`src/rtl/vga_glyph_seq_if.sv`:
```
// ============================================================================
// Module  : vga_glyph_seq_if
// Brief   : Glyph sequencer bus: start request, glyph memory port, pixel stream
// Revision: 1.0
// ============================================================================
`default_nettype none

interface vga_glyph_seq_if;
    logic       start;
    logic [3:0] code;
    logic       busy;
    logic [4:0] ra;
    logic [7:0] rd;
    logic       px;
    logic [2:0] pxrow;
    logic [1:0] pxcol;
    logic       pxvalid;
    logic       pxready;
    logic       pxlast;

    // Renderer / memory side
    modport master (
        output start, code, rd, pxready,
        input  busy, ra, px, pxrow, pxcol, pxvalid, pxlast
    );

    // Sequencer side
    modport slave (
        input  start, code, rd, pxready,
        output busy, ra, px, pxrow, pxcol, pxvalid, pxlast
    );
endinterface

`default_nettype wire

```
`src/rtl/vga_glyph_seq.sv`:
```
// ============================================================================
// Module  : vga_glyph_seq
// Brief   : Fetches one 3x5 glyph (two bytes) and streams its pixels in raster
//           order over a valid/ready handshake.
// Revision: 1.0
// ============================================================================
`default_nettype none

module vga_glyph_seq #(
    parameter logic [4:0] BASE   = 5'd0,
    parameter bit         INVERT = 1'b0
) (
    input  wire logic          clk,
    input  wire logic          reset,
    vga_glyph_seq_if.slave     bus
);

    typedef enum logic [1:0] {
        ST_IDLE   = 2'd0,
        ST_FETCH0 = 2'd1,
        ST_FETCH1 = 2'd2,
        ST_SHIFT  = 2'd3
    } state_t;

    localparam logic [3:0] c_last_k = 4'd14;

    state_t      r_state;
    logic [3:0]  r_code;
    logic [7:0]  r_hi;
    logic [13:0] r_bm;
    logic [3:0]  r_k;
    logic        r_busy;
    logic        r_px;
    logic [2:0]  r_pxrow;
    logic [1:0]  r_pxcol;
    logic        r_pxvalid;
    logic        r_pxlast;
    logic [4:0]  w_ra;

    // Address depends only on registered state and latched code; wraps mod 32.
    always_comb begin
        w_ra = BASE;
        if (r_state == ST_FETCH0 || r_state == ST_FETCH1) begin
            w_ra = BASE + {r_code, (r_state == ST_FETCH1)};
        end
    end

    // r_bm holds the pixels not yet presented; r_bm[13] is the next one.
    always_ff @(posedge clk or posedge reset) begin
        if (reset) begin
            r_state   <= ST_IDLE;
            r_code    <= 4'd0;
            r_hi      <= 8'd0;
            r_bm      <= 14'd0;
            r_k       <= 4'd0;
            r_busy    <= 1'b0;
            r_px      <= 1'b0;
            r_pxrow   <= 3'd0;
            r_pxcol   <= 2'd0;
            r_pxvalid <= 1'b0;
            r_pxlast  <= 1'b0;
        end else begin
            case (r_state)
                ST_IDLE: begin
                    if (bus.start) begin
                        r_code  <= bus.code;
                        r_busy  <= 1'b1;
                        r_state <= ST_FETCH0;
                    end
                end
                ST_FETCH0: begin
                    r_hi    <= bus.rd;
                    r_state <= ST_FETCH1;
                end
                ST_FETCH1: begin
                    r_bm      <= {r_hi[6:0], bus.rd[7:1]};
                    r_k       <= 4'd0;
                    r_px      <= r_hi[7] ^ INVERT;
                    r_pxrow   <= 3'd0;
                    r_pxcol   <= 2'd0;
                    r_pxvalid <= 1'b1;
                    r_pxlast  <= 1'b0;
                    r_state   <= ST_SHIFT;
                end
                ST_SHIFT: begin
                    if (bus.pxready) begin
                        if (r_k == c_last_k) begin
                            r_busy    <= 1'b0;
                            r_pxvalid <= 1'b0;
                            r_pxlast  <= 1'b0;
                            r_px      <= 1'b0;
                            r_pxrow   <= 3'd0;
                            r_pxcol   <= 2'd0;
                            r_k       <= 4'd0;
                            r_state   <= ST_IDLE;
                        end else begin
                            r_k      <= r_k + 4'd1;
                            r_px     <= r_bm[13] ^ INVERT;
                            r_bm     <= {r_bm[12:0], 1'b0};
                            r_pxlast <= (r_k == c_last_k - 4'd1);
                            if (r_pxcol == 2'd2) begin
                                r_pxcol <= 2'd0;
                                r_pxrow <= r_pxrow + 3'd1;
                            end else begin
                                r_pxcol <= r_pxcol + 2'd1;
                            end
                        end
                    end
                end
                default: r_state <= ST_IDLE;
            endcase
        end
    end

    assign bus.busy    = r_busy;
    assign bus.ra      = w_ra;
    assign bus.px      = r_px;
    assign bus.pxrow   = r_pxrow;
    assign bus.pxcol   = r_pxcol;
    assign bus.pxvalid = r_pxvalid;
    assign bus.pxlast  = r_pxlast;

endmodule

`default_nettype wire

```
`src/flat_wrapper.sv`:
```
// flat-port wrapper written by rule: the top's interface ports become plain ports
module vga_glyph_seq_flat 
#(
    parameter logic [4:0] BASE   = 5'd0,
    parameter bit         INVERT = 1'b0
)
  (clk, reset, bus_start, bus_code, bus_rd, bus_pxready, bus_busy, bus_ra, bus_px, bus_pxrow, bus_pxcol, bus_pxvalid, bus_pxlast);
  vga_glyph_seq_if bus_i ();
  input  wire logic clk;
  input  wire logic reset;
  input wire logic [$bits(bus_i.start)-1:0] bus_start;
  input wire logic [$bits(bus_i.code)-1:0] bus_code;
  input wire logic [$bits(bus_i.rd)-1:0] bus_rd;
  input wire logic [$bits(bus_i.pxready)-1:0] bus_pxready;
  output wire logic [$bits(bus_i.busy)-1:0] bus_busy;
  output wire logic [$bits(bus_i.ra)-1:0] bus_ra;
  output wire logic [$bits(bus_i.px)-1:0] bus_px;
  output wire logic [$bits(bus_i.pxrow)-1:0] bus_pxrow;
  output wire logic [$bits(bus_i.pxcol)-1:0] bus_pxcol;
  output wire logic [$bits(bus_i.pxvalid)-1:0] bus_pxvalid;
  output wire logic [$bits(bus_i.pxlast)-1:0] bus_pxlast;
  assign bus_i.start = bus_start;
  assign bus_i.code = bus_code;
  assign bus_i.rd = bus_rd;
  assign bus_i.pxready = bus_pxready;
  assign bus_busy = bus_i.busy;
  assign bus_ra = bus_i.ra;
  assign bus_px = bus_i.px;
  assign bus_pxrow = bus_i.pxrow;
  assign bus_pxcol = bus_i.pxcol;
  assign bus_pxvalid = bus_i.pxvalid;
  assign bus_pxlast = bus_i.pxlast;
  vga_glyph_seq #(.BASE(BASE), .INVERT(INVERT)) u_core (.clk(clk), .reset(reset), .bus(bus_i));
endmodule
```
`config.mk`:
```
export PLATFORM = sky130hd
export DESIGN_NAME = vga_glyph_seq_flat
export DESIGN_NICKNAME = d
export VERILOG_FILES = /design/src/rtl/vga_glyph_seq_if.sv /design/src/rtl/vga_glyph_seq.sv /design/src/flat_wrapper.sv
export SDC_FILE = /design/constraint.sdc
export NUM_CORES = 1
export LEC_CHECK = 0
export ABC_AREA = 1
export CAP_MARGIN = 25
export CORE_UTILIZATION = 54
export DETAILED_ROUTE_END_ITERATION = 16
export PLACE_DENSITY = 0.84
export SLEW_MARGIN = 20
export SYNTH_ARGS = -nofsm -noshare
export SYNTH_HDL_FRONTEND = slang
export SYNTH_SLANG_ARGS = --single-unit
```
`constraint.sdc`:
```
create_clock -name clk -period 1.88 [get_ports clk]
set_input_delay 0.282 -clock clk [delete_from_list [all_inputs] [get_ports clk]]
set_output_delay 0.282 -clock clk [all_outputs]
set_load 0.005 [all_outputs]
```
==> results.json <==
{
  "ioPinCount": 30,
  "dieWidth_um": 64.9,
  "cp_data_arrival_time_ns": 1.51,
  "clk_pin_slew_ns": 0.09,
  "seqPwrFrac_pct": 34.1,
  "grt-ovfl-total": 0,
  "min_period_over_period_pct": 95.3,
  "setup_tns_ns": 0,
  "synth_edf_count": 0,
  "num_vias": 1839,
  "grt.total_usage_pct": 25.0,
  "core_um2": 3720,
  "min_period_ns": 1.79,
  "gp_congestion": 0.859,
  "fin_cells": 351,
  "hold_class": "in -> async",
  "synth_area_um2": 2140,
  "synthTopCellsByCount": "nand2_1, dfrtp_1, inv_1, o21ai_0, nand4_1",
  "clock-sinks": 41,
  "drtAntennaViolNets": 0,
  "area_growth_pct": 23.1,
  "die_h_um": 64.9,
  "yosysWarnings": 0,
  "max_stage_delay_ns": 0.42,
  "synth_top_area_share_pct": 48.0,
  "relSlewSlack_pct": 64.6,
  "dpl_cell_area_um2": 2470,
  "nFillCells": 308,
  "grt_pass1_vias": 1793,
  "drt_pass1_iterations": 4,
  "start_util_pct": 57.5,
  "p_sw_share_pct": 40.8,
  "synth-async-reset-ratio_pct": 100,
  "path_cells": "inv_2 -> ha_4 -> buf_4 -> nand2_1 -> inv_1 -> dlygate4sd2_1",
  "synth_cells": 265,
  "ir_drop_mv": 1.06,
  "synth.area.top_cells": "dfrtp_1, nand2_1, nand4_1",
  "vias_per_cell": 5.24,
  "cts_tree": "yes",
  "routedWlPerCell_um": 12.8,
  "cts_buffers": 5,
  "dp.cells": 339,
  "ys_seq_area_share_pct": 48.0,
  "p_int_w": 0.00257,
  "tightest_slew_ns": 0.531,
  "netlist-cell-type-count": 25,
  "stdcell_area_um2": 2630,
  "nets": 326,
  "drtIter0Drc": 129,
  "ys_ff_latch": 41,
  "synth_top_area_cell": "dfrtp_1",
  "remaining_drc_errors": 0,
  "clockPowerShare_pct": 16.7,
  "whs_ns": 0.395,
  "combinationalPowerShare_pct": 49.2,
  "insertedDiodeCount": 0,
  "dieArea_um2": 4210,
  "p_sw_w": 0.00177,
  "synth.most_common_cell": "nand2_1",
  "synth_nets": 289,
  "portBuffers": 29,
  "reg2reg_slack_ns": 0.17,
  "required_ns": 1.60,
  "maxCapViolations": 0,
  "hpwlAfterDp_um": 2960,
  "crit_type": "reg -> out",
  "cts_max_level": 2,
  "grt_max_degree": 42,
  "drive_above_1_share_pct": 12.5,
  "clk_latency_ns": 0.30,
  "synth_area_per_cell_um2": 8.06,
  "antenna_found_initial": 0,
  "hold_violations": 0,
  "cp_max_fo": 4,
  "grt_pass1_wl_um": 8020,
  "rsz0062_at_grt": "false",
  "finalSetupViolCount": 0,
  "cts_root_buffer": "clkbuf_8",
  "p_leak_nw": 1.36,
  "start_kind": "register",
  "fmax_mhz": 558,
  "pre_cts_ws_ns": 0.0595,
  "cts_buffer_depth": 2,
  "status": "finished, final reports clean",
  "synth_flop_cell": "dfrtp_1",
  "num_rows": 22,
  "crit_path_top_delay_cell": "dfrtp_2",
  "worst_slack_ns": 0.0877,
  "routed_wl_um": 4490,
  "slew_viol_final": 0,
  "endpoint_kind": "output pin",
  "finClkSkew_ns": 0.00680,
  "p_per_area_nw_per_um2": 1650
}
state kept, by name (all words and copies together), names as in the netlist:
name                count
u_core.r_bm            14
u_core.r_hi             8
u_core.r_code           4
u_core.r_k              4
u_core.bus.pxrow        3
u_core.bus.pxcol        2
u_core.r_state          2
u_core.bus.busy         1
u_core.bus.px           1
u_core.bus.pxlast       1
u_core.bus.pxvalid      1
timing repair:
action / CTS / global route
buffers inserted: 4 / 0
pin swaps: 1 / 0
gates resized for setup: 8 / 2
setup endpoints to repair: 4 / 8
hold buffers: 0 / 0
layout make-up:
class | instances | area, um2 | share of cell area, %
clock buffers | 5 | 68.8 | 2.62
clock inverters | 3 | 46.3 | 1.76
inverters | 29 | 109 | 4.14
multi-input cells | 187 | 962 | 36.6
flip-flops and latches | 41 | 1030 | 39.1
well taps | 48 | 60.1 | 2.28
repair buffers | 38 | 355 | 13.5
logic make-up (layout without fill, tap and decap cells):
group | count (synthesis) | after routing | synth area share (%)
AO/OA/AOI/OAI | 27 | 27 | 6.68
flip-flops | 41 | 41 | 48.0
AND/OR/NAND/NOR | 148 | 148 | 30.9
multiplexers | 4 | 4 | 2.11
adder cells (fa/ha/maj) | 8 | 8 | 4.69
buffers and inverters | 37 | 75 | 7.62
worst paths after layout:
check                           depth (start not counted)                  end              start
worst max-delay path                                    6            bus_ra[4]  u_core.r_state[1]
worst min-delay path                                    3        u_core.bus.px              reset
worst max register to register                          8  u_core.bus.pxrow[0]  u_core.r_state[0]
worst min register to register                          2    u_core.bus.pxlast  u_core.bus.pxlast
max in group asynchronous                               3    u_core.r_state[1]              reset
min in group clk                                        2    u_core.bus.pxlast  u_core.bus.pxlast
power by group through the flow:
stage | Combinational (W) | Sequential (W) | Clock [W]
2_1_floorplan | 0.00143 | 0.00146 | 0
3_3_place_gp | 0.00196 | 0.00149 | 0
3_5_place_dp | 0.00204 | 0.00150 | 0
4_1_cts | 0.00214 | 0.00148 | 0.000739
5_1_grt | 0.00245 | 0.00151 | 0.000780
6_report | 0.00214 | 0.00148 | 0.000725
cells in the final DEF, fill, tap and decap left out, types with 5 or more instances in the layout:
master           instances
nand2_1                 98
ha_1                     6
dfrtp_1                 40
clkdlybuf4s50_1         24
o21ai_0                 20
buf_4                    9
nand4_1                 17
clkbuf_8                 5
inv_1                   25
nand3_1                  8
nor2_1                  15
routing by layer:
layer / vias up / global-route usage [%] / share of wire (%)
met5: - / 0 / 0
met4: 0 / 8.89 / 1.8
met3: 7 / 6.87 / 5.6
met2: 48 / 40.8 / 49
met1: 868 / 31.7 / 44
li1: 916 / - / -
metrics by stage:
step	utilization, %	total power [W]
global placement	66.5	0.00344
floorplan	-	0.00289
detailed placement	66.5	0.00354
CTS	70.6	0.00436
finish	70.7	0.00435
global route	70.7	0.00474
worst max-delay path: cells and delay by family (launching register included):
| kind | cells | cell delay [ns] |
|---|---|---|
| DFF | 1 | 0.42 |
| and+or+nand+nor | 1 | 0.05 |
| adders and majority gates | 1 | 0.22 |
| buffers and inverters | 4 | 0.53 |
No activity file was read; power rests on OpenSTA's default activity.
==> variant 1 (config.mk and constraints unchanged) <==
`INVERT` is set to 1'b0 in 2 places; all go to 1'b1.
--- a/src/rtl/vga_glyph_seq.sv
+++ b/src/rtl/vga_glyph_seq.sv
@@ -8,7 +8,7 @@
 
 module vga_glyph_seq #(
     parameter logic [4:0] BASE   = 5'd0,
-    parameter bit         INVERT = 1'b0
+    parameter bit         INVERT = 1'b1
 ) (
     input  wire logic          clk,
     input  wire logic          reset,
--- a/src/flat_wrapper.sv
+++ b/src/flat_wrapper.sv
@@ -2,7 +2,7 @@
 module vga_glyph_seq_flat 
 #(
     parameter logic [4:0] BASE   = 5'd0,
-    parameter bit         INVERT = 1'b0
+    parameter bit         INVERT = 1'b1
 )
   (clk, reset, bus_start, bus_code, bus_rd, bus_pxready, bus_busy, bus_ra, bus_px, bus_pxrow, bus_pxcol, bus_pxvalid, bus_pxlast);
   vga_glyph_seq_if bus_i ();
Function: changed (a bounded check fails within 4 cycles, from zero or initial values and one cycle with reset high).
==> variant 1 against the original RTL <==
Worst setup slack worse by 0.014 ns; synthesized area down 0.18%; first-iteration DRC count down 17%; power down 7.4%; sequential cell count unchanged; die area down 0.17%; wire length down 2.6%; clock power down 21%; fmax down 0.75%; critical path depth unchanged; final area down 1.9%; clock skew down 0.0024 ns; highest routed layer unchanged.
==> variant 1: results (changes against the original RTL) <==
status:
  status: "completed"  # unchanged
routing:
  wl_mm: 4.38  # was 4.49 mm
  via_count: 1820  # was 1839
  drtIter0Drc: 107  # was 129
global_routing:
  antenna_found_initial: 0  # unchanged
  grt_pass1_vias: 1689  # was 1793
  grt_max_degree: 42  # unchanged
  grt_pass1_wl_mm: 7.55  # was 8.02 mm
  track_usage_pct: 24.0  # was 25.0%
pwr:
  ir_drop_v: 0.000910  # was 0.00106 V
  p_leak_uw: 0.00139  # was 0.00136 uW
layout:
  n_antenna_cell: 0  # unchanged
  drive_gt1_share_pct: 11.3  # was 12.5%
  largestRegisters: "u_core.r_bm: 14 flops, u_core.r_hi: 8 flops"  # unchanged
  fin_nets: 330  # was 326
yosys:
  ys.flop_type: "dfrtp_1"  # unchanged
  syn_nets: 295  # was 289
  synth_cell_type_count: 23  # was 25
  synth_common_cells: "112 x nand2_1, 41 x dfrtp_1, 28 x inv_1"  # was 98 x nand2_1, 41 x dfrtp_1, 27 x inv_1
  async_reset_ff_share_pct: 100  # unchanged
  ys_seq_area_share_pct: 48.1  # was 48.0%
  ys_warn_count: 0  # unchanged
  netlist_top_cells_area: "dfrtp_1 48%, nand2_1 20%, nand3_1 6.1%, inv_1 4.9%, o21ai_0 3.8%"  # was dfrtp_1 48%, nand2_1 17%, nand4_1 5.0%, inv_1 4.7%, ha_1 4.7%
critical_path:
  regToRegSetupSlack_ns: 0.15  # was 0.17 ns
  path_depth: 6  # unchanged
  cpPeakStageDelay_ns: 0.40  # was 0.42 ns
  rr_endpoint: "u_core.bus.px"  # was u_core.bus.pxrow[0]
  cp_max_fo: 3  # was 4
  cp_slowest_cell: "dfrtp_1"  # was dfrtp_2
  arrival_ns: 1.52
  cpLargestDelayFamily: "buffers and inverters"  # unchanged
sta:
  max_slew_margin_pct: 65.9  # was 64.6%
  hold_slack_ns: 0.402  # was 0.395 ns
  finClkSkew_ns: 0.00440  # was 0.00680 ns
clocking:
  cts_made_buffers: 5  # unchanged
  clk_latency_ns: 0.30  # about the same
  cts.htree.levels: 2  # unchanged
  clockBufferDepth: 2  # unchanged
hold_path:
  hold_class: "input port to asynchronous set/reset pin"  # unchanged
place:
  gp_congestion: 0.789  # was 0.859
  portBuffers: 29  # unchanged
  hpwl_mm: 2.98  # was 2.96 mm
==> variant 1: how the worst max path moves through the flow <==
stage	from	to
6_report	u_core.r_state[0]	bus_ra[1]
3_5_place_dp	u_core.r_state[0]	bus_ra[1]
4_1_cts	u_core.r_state[1]	bus_ra[2]
2_1_floorplan	u_core.r_state[0]	u_core.r_bm[0]
5_1_grt	u_core.r_state[0]	bus_ra[1]
3_3_place_gp	u_core.r_state[0]	bus_ra[2]
==> variant 1: area by class of cell <==
type / count / area, um2
inverters: 31 / 119
repair buffers: 36 / 345
multi-input cells: 193 / 946
well taps: 48 / 60.1
flip-flops and latches: 41 / 1030
clock inverters: 2 / 10.0
clock buffers: 6 / 72.6
fillers: 314 / 1140
==> variant 1: logic make-up after synthesis <==
group           share of synthesized area, %
compound gates                          4.23
simple gates                            32.4
fa+ha+maj                               3.52
buf+inv                                 8.69
mux                                     2.64
flops                                   48.1
xor+xnor                               0.411
==> variant 1: tightest hold or removal path: stages <==
cell             delay, ns
clkdlybuf4s50_1       0.40
inv_1                 0.05
buf_4                 0.42
==> variant 1: layer usage <==
metal  vias to the layer above  share of wire (%)  track usage, %
met5                         -                  0               0
li1                        910                  -               -
met3                        11                5.4            5.63
met2                        50                 47            36.8
met1                       849                 45            30.8
met4                         0                2.5            14.2
==> variant 1: stage by stage <==
stage,setup slack (ns),instance area (um2),total power [uW],util (%),cells
after floorplan,0.483,2130,2810,-,273
after global placement,0.188,2450,3270,65.8,346
after detailed placement,0.0714,2450,3360,65.8,346
after CTS,0.00826,2560,4010,69.0,357
after global routing,0.0185,2580,4380,69.4,357
final,0.0742,2580,4030,69.4,357
==> variant 1: timing repair <==
action / 4_1_cts / 5_1_grt
resized for setup: 7 / 3
buffers inserted: 3 / 0
setup endpoints to repair: 5 / 3
pin swaps: 1 / 0
==> variant 1: report_power, final <==
group          internal (uW)  total (uW)  switching, uW
sequential              1250        1430            185
clock                    258         571            313
combinational            855        2020           1170
total                   2360        4030           1670
==> variant 2 (same settings) <==
Without the edit above. Encoding of `state_t`: now one-hot (4 bits for 4 states).
--- a/src/rtl/vga_glyph_seq.sv
+++ b/src/rtl/vga_glyph_seq.sv
@@ -15,11 +15,11 @@
     vga_glyph_seq_if.slave     bus
 );
 
-    typedef enum logic [1:0] {
-        ST_IDLE   = 2'd0,
-        ST_FETCH0 = 2'd1,
-        ST_FETCH1 = 2'd2,
-        ST_SHIFT  = 2'd3
+    typedef enum logic [3:0] {
+        ST_IDLE   = 4'b0001,
+        ST_FETCH0 = 4'b0010,
+        ST_FETCH1 = 4'b0100,
+        ST_SHIFT  = 4'b1000
     } state_t;
 
     localparam logic [3:0] c_last_k = 4'd14;
Behaviour: no difference found for any inputs over 10 cycles, from zero or initial values and one cycle with reset high; not proved beyond that.
==> variant 2 against the original RTL <==
Wire length fell by 4.3%; die area fell by 1.9%; sequential power rose by 7%; synthesized area fell by 2.0%; power fell by 16%; sequential share of layout area rose by 2.3 points; largest cell class unchanged; final area fell by 0.90%; combinational power fell by 36%; fmax rose by 2.0%; sequential cell count rose by 2; critical path type unchanged; register-to-register slack improved by 0.11 ns; worst setup slack improved by 0.035 ns; first-iteration DRC count rose by 12%.
==> variant 2: results (changes against the original RTL) <==
layout:
  design.seq.count: 43  # was 41
  buffer_area_share_pct: 14.8  # was 13.5%
  seqCellArea_um2: 1080  # was 1030 um2
  clockBufferCount: 6  # was 5
  clkCellAreaFrac_pct: 3.94  # was 4.38%
  final.fill_count: 317  # was 308
  drive_gt1_share_pct: 9.88  # was 12.5%
  largestRegisters: "u_core.r_bm: 14 flops, u_core.r_hi: 8 flops"  # unchanged
  multi_input_comb_cells: 205  # was 187
  utilization_pct: 70.6  # was 70.7%
  nNonClkInverters: 28  # was 29
  multi_input_area_um2: 872  # was 962 um2
  buffers_excl_clock: 41  # was 38
  fin_nets: 341  # was 326
pwr:
  p_leak_uw: 0.00142  # was 0.00136 uW
  ir_drop_v: 0.000822  # was 0.00106 V
global_routing:
  use_met2_pct: 43.8  # was 40.8%
  met1_usage_pct: 28.0  # was 31.7%
  track_usage_pct: 25.0  # about the same
  antenna_found_initial: 0  # unchanged
  use_met3_pct: 6.79  # was 6.87%
  grt_pass1_wl_mm: 7.76  # was 8.02 mm
  grt_max_degree: 29  # was 42
routing:
  drtIter0Drc: 145  # was 129
  wl_met3_um: 200  # was 252 um
  wl_met1_mm: 1.84  # was 1.96 mm
  firstDrtPassIters: 4  # unchanged
  via_count: 1859  # was 1839
  wl_mm: 4.30  # was 4.49 mm
  wl_per_cell_um: 11.6  # was 12.8 um
  wl_met2_mm: 2.17  # was 2.20 mm
yosys:
  ys_seq_area_share_pct: 51.5  # was 48.0%
  syn_nets: 301  # was 289
  synthCells: 284  # was 265
  synth_common_cells: "153 x nand2_1, 42 x dfrtp_1, 26 x inv_1"  # was 98 x nand2_1, 41 x dfrtp_1, 27 x inv_1
  netlist_top_cells_area: "dfrtp_1 50%, nand2_1 27%, inv_1 4.7%, o21ai_0 3.1%, nand3_1 2.6%"  # was dfrtp_1 48%, nand2_1 17%, nand4_1 5.0%, inv_1 4.7%, ha_1 4.7%
  synth_cell_type_count: 20  # was 25
place:
  dpl_cell_area_um2: 2450  # was 2470 um2
  place_ws_ns: 0.121  # was 0.0595 ns
  gp_congestion: 0.798  # was 0.859
  placedCellCount: 360  # was 339
  hpwl_mm: 3.02  # was 2.96 mm
floorplan:
  fp.dieW_um: 64.3  # was 64.9 um
critical_path:
  cpLargestDelayFamily: "flip-flops"  # was buffers and inverters
  cpPeakStageDelay_ns: 0.57  # was 0.42 ns
  cp_slowest_cell: "dfstp_2"  # was dfrtp_2
status:
  status: "completed"  # unchanged
clocking:
  cts.clk_slew.worst_paths_ns: 0.08
sta:
  worst_pin_slew_ns: 0.320  # was 0.531 ns
  finClkSkew_ns: 0.00826  # was 0.00680 ns
## variant 2: cell count changes in the layout (fill, tap and decap cells not counted), moves of 3 or more
cell,before,now
nand2_1,98,152
nand4_1,17,4
o21ai_0,20,13
ha_1,6,1
mux2_2,4,0
inv_2,4,1
## variant 2: cells by family (layout without fill, tap and decap cells)
kind of cell | Yosys count | in the layout | share of synthesized area, %
adder cells (fa/ha/maj) | 1 | 1 | 0.598
AND/OR/NAND/NOR | 190 | 190 | 36.8
flip-flops | 43 | 43 | 51.5
XOR/XNOR | 1 | 1 | 0.418
AO/OA/AOI/OAI | 13 | 13 | 3.11
buffers and inverters | 36 | 76 | 7.59
## variant 2: timing repair
item,CTS,global route
hold endpoints to repair,0,0
setup buffers,5,0
endpoints found under the setup margin,5,0
resized for setup,11,0
## variant 2: worst paths after layout
path / startpoint / endpoint / slack [ns] / depth (start not counted)
min in group clk: u_core.bus.busy / u_core.bus.busy / 0.48 / 2
min: reset / u_core.r_bm[1] / 0.22 / 2
max: u_core.r_state[0] / bus_ra[1] / 0.12 / 6
min reg2reg: u_core.bus.busy / u_core.bus.busy / 0.48 / 2
max in group asynchronous: reset / u_core.r_state[0] / 1.15 / 3
max reg2reg: u_core.r_state[0] / u_core.r_bm[3] / 0.28 / 6
## variant 2: report_power, final
part	leakage [uW]	internal, uW	switching (uW)	total, uW
Combinational	0.000828	592	786	1380
Sequential	0.000540	1330	254	1580
Clock	0.0000513	389	300	689
Total	0.00142	2310	1340	3650
## variant 2: worst register-to-register path: stages, from the launching register on
cell     delay, ns
dfstp_2       0.57
nor2_4        0.04
buf_4         0.13
nand3_1       0.21
nand3_2       0.32
nand2_1       0.15
nand2_1       0.07
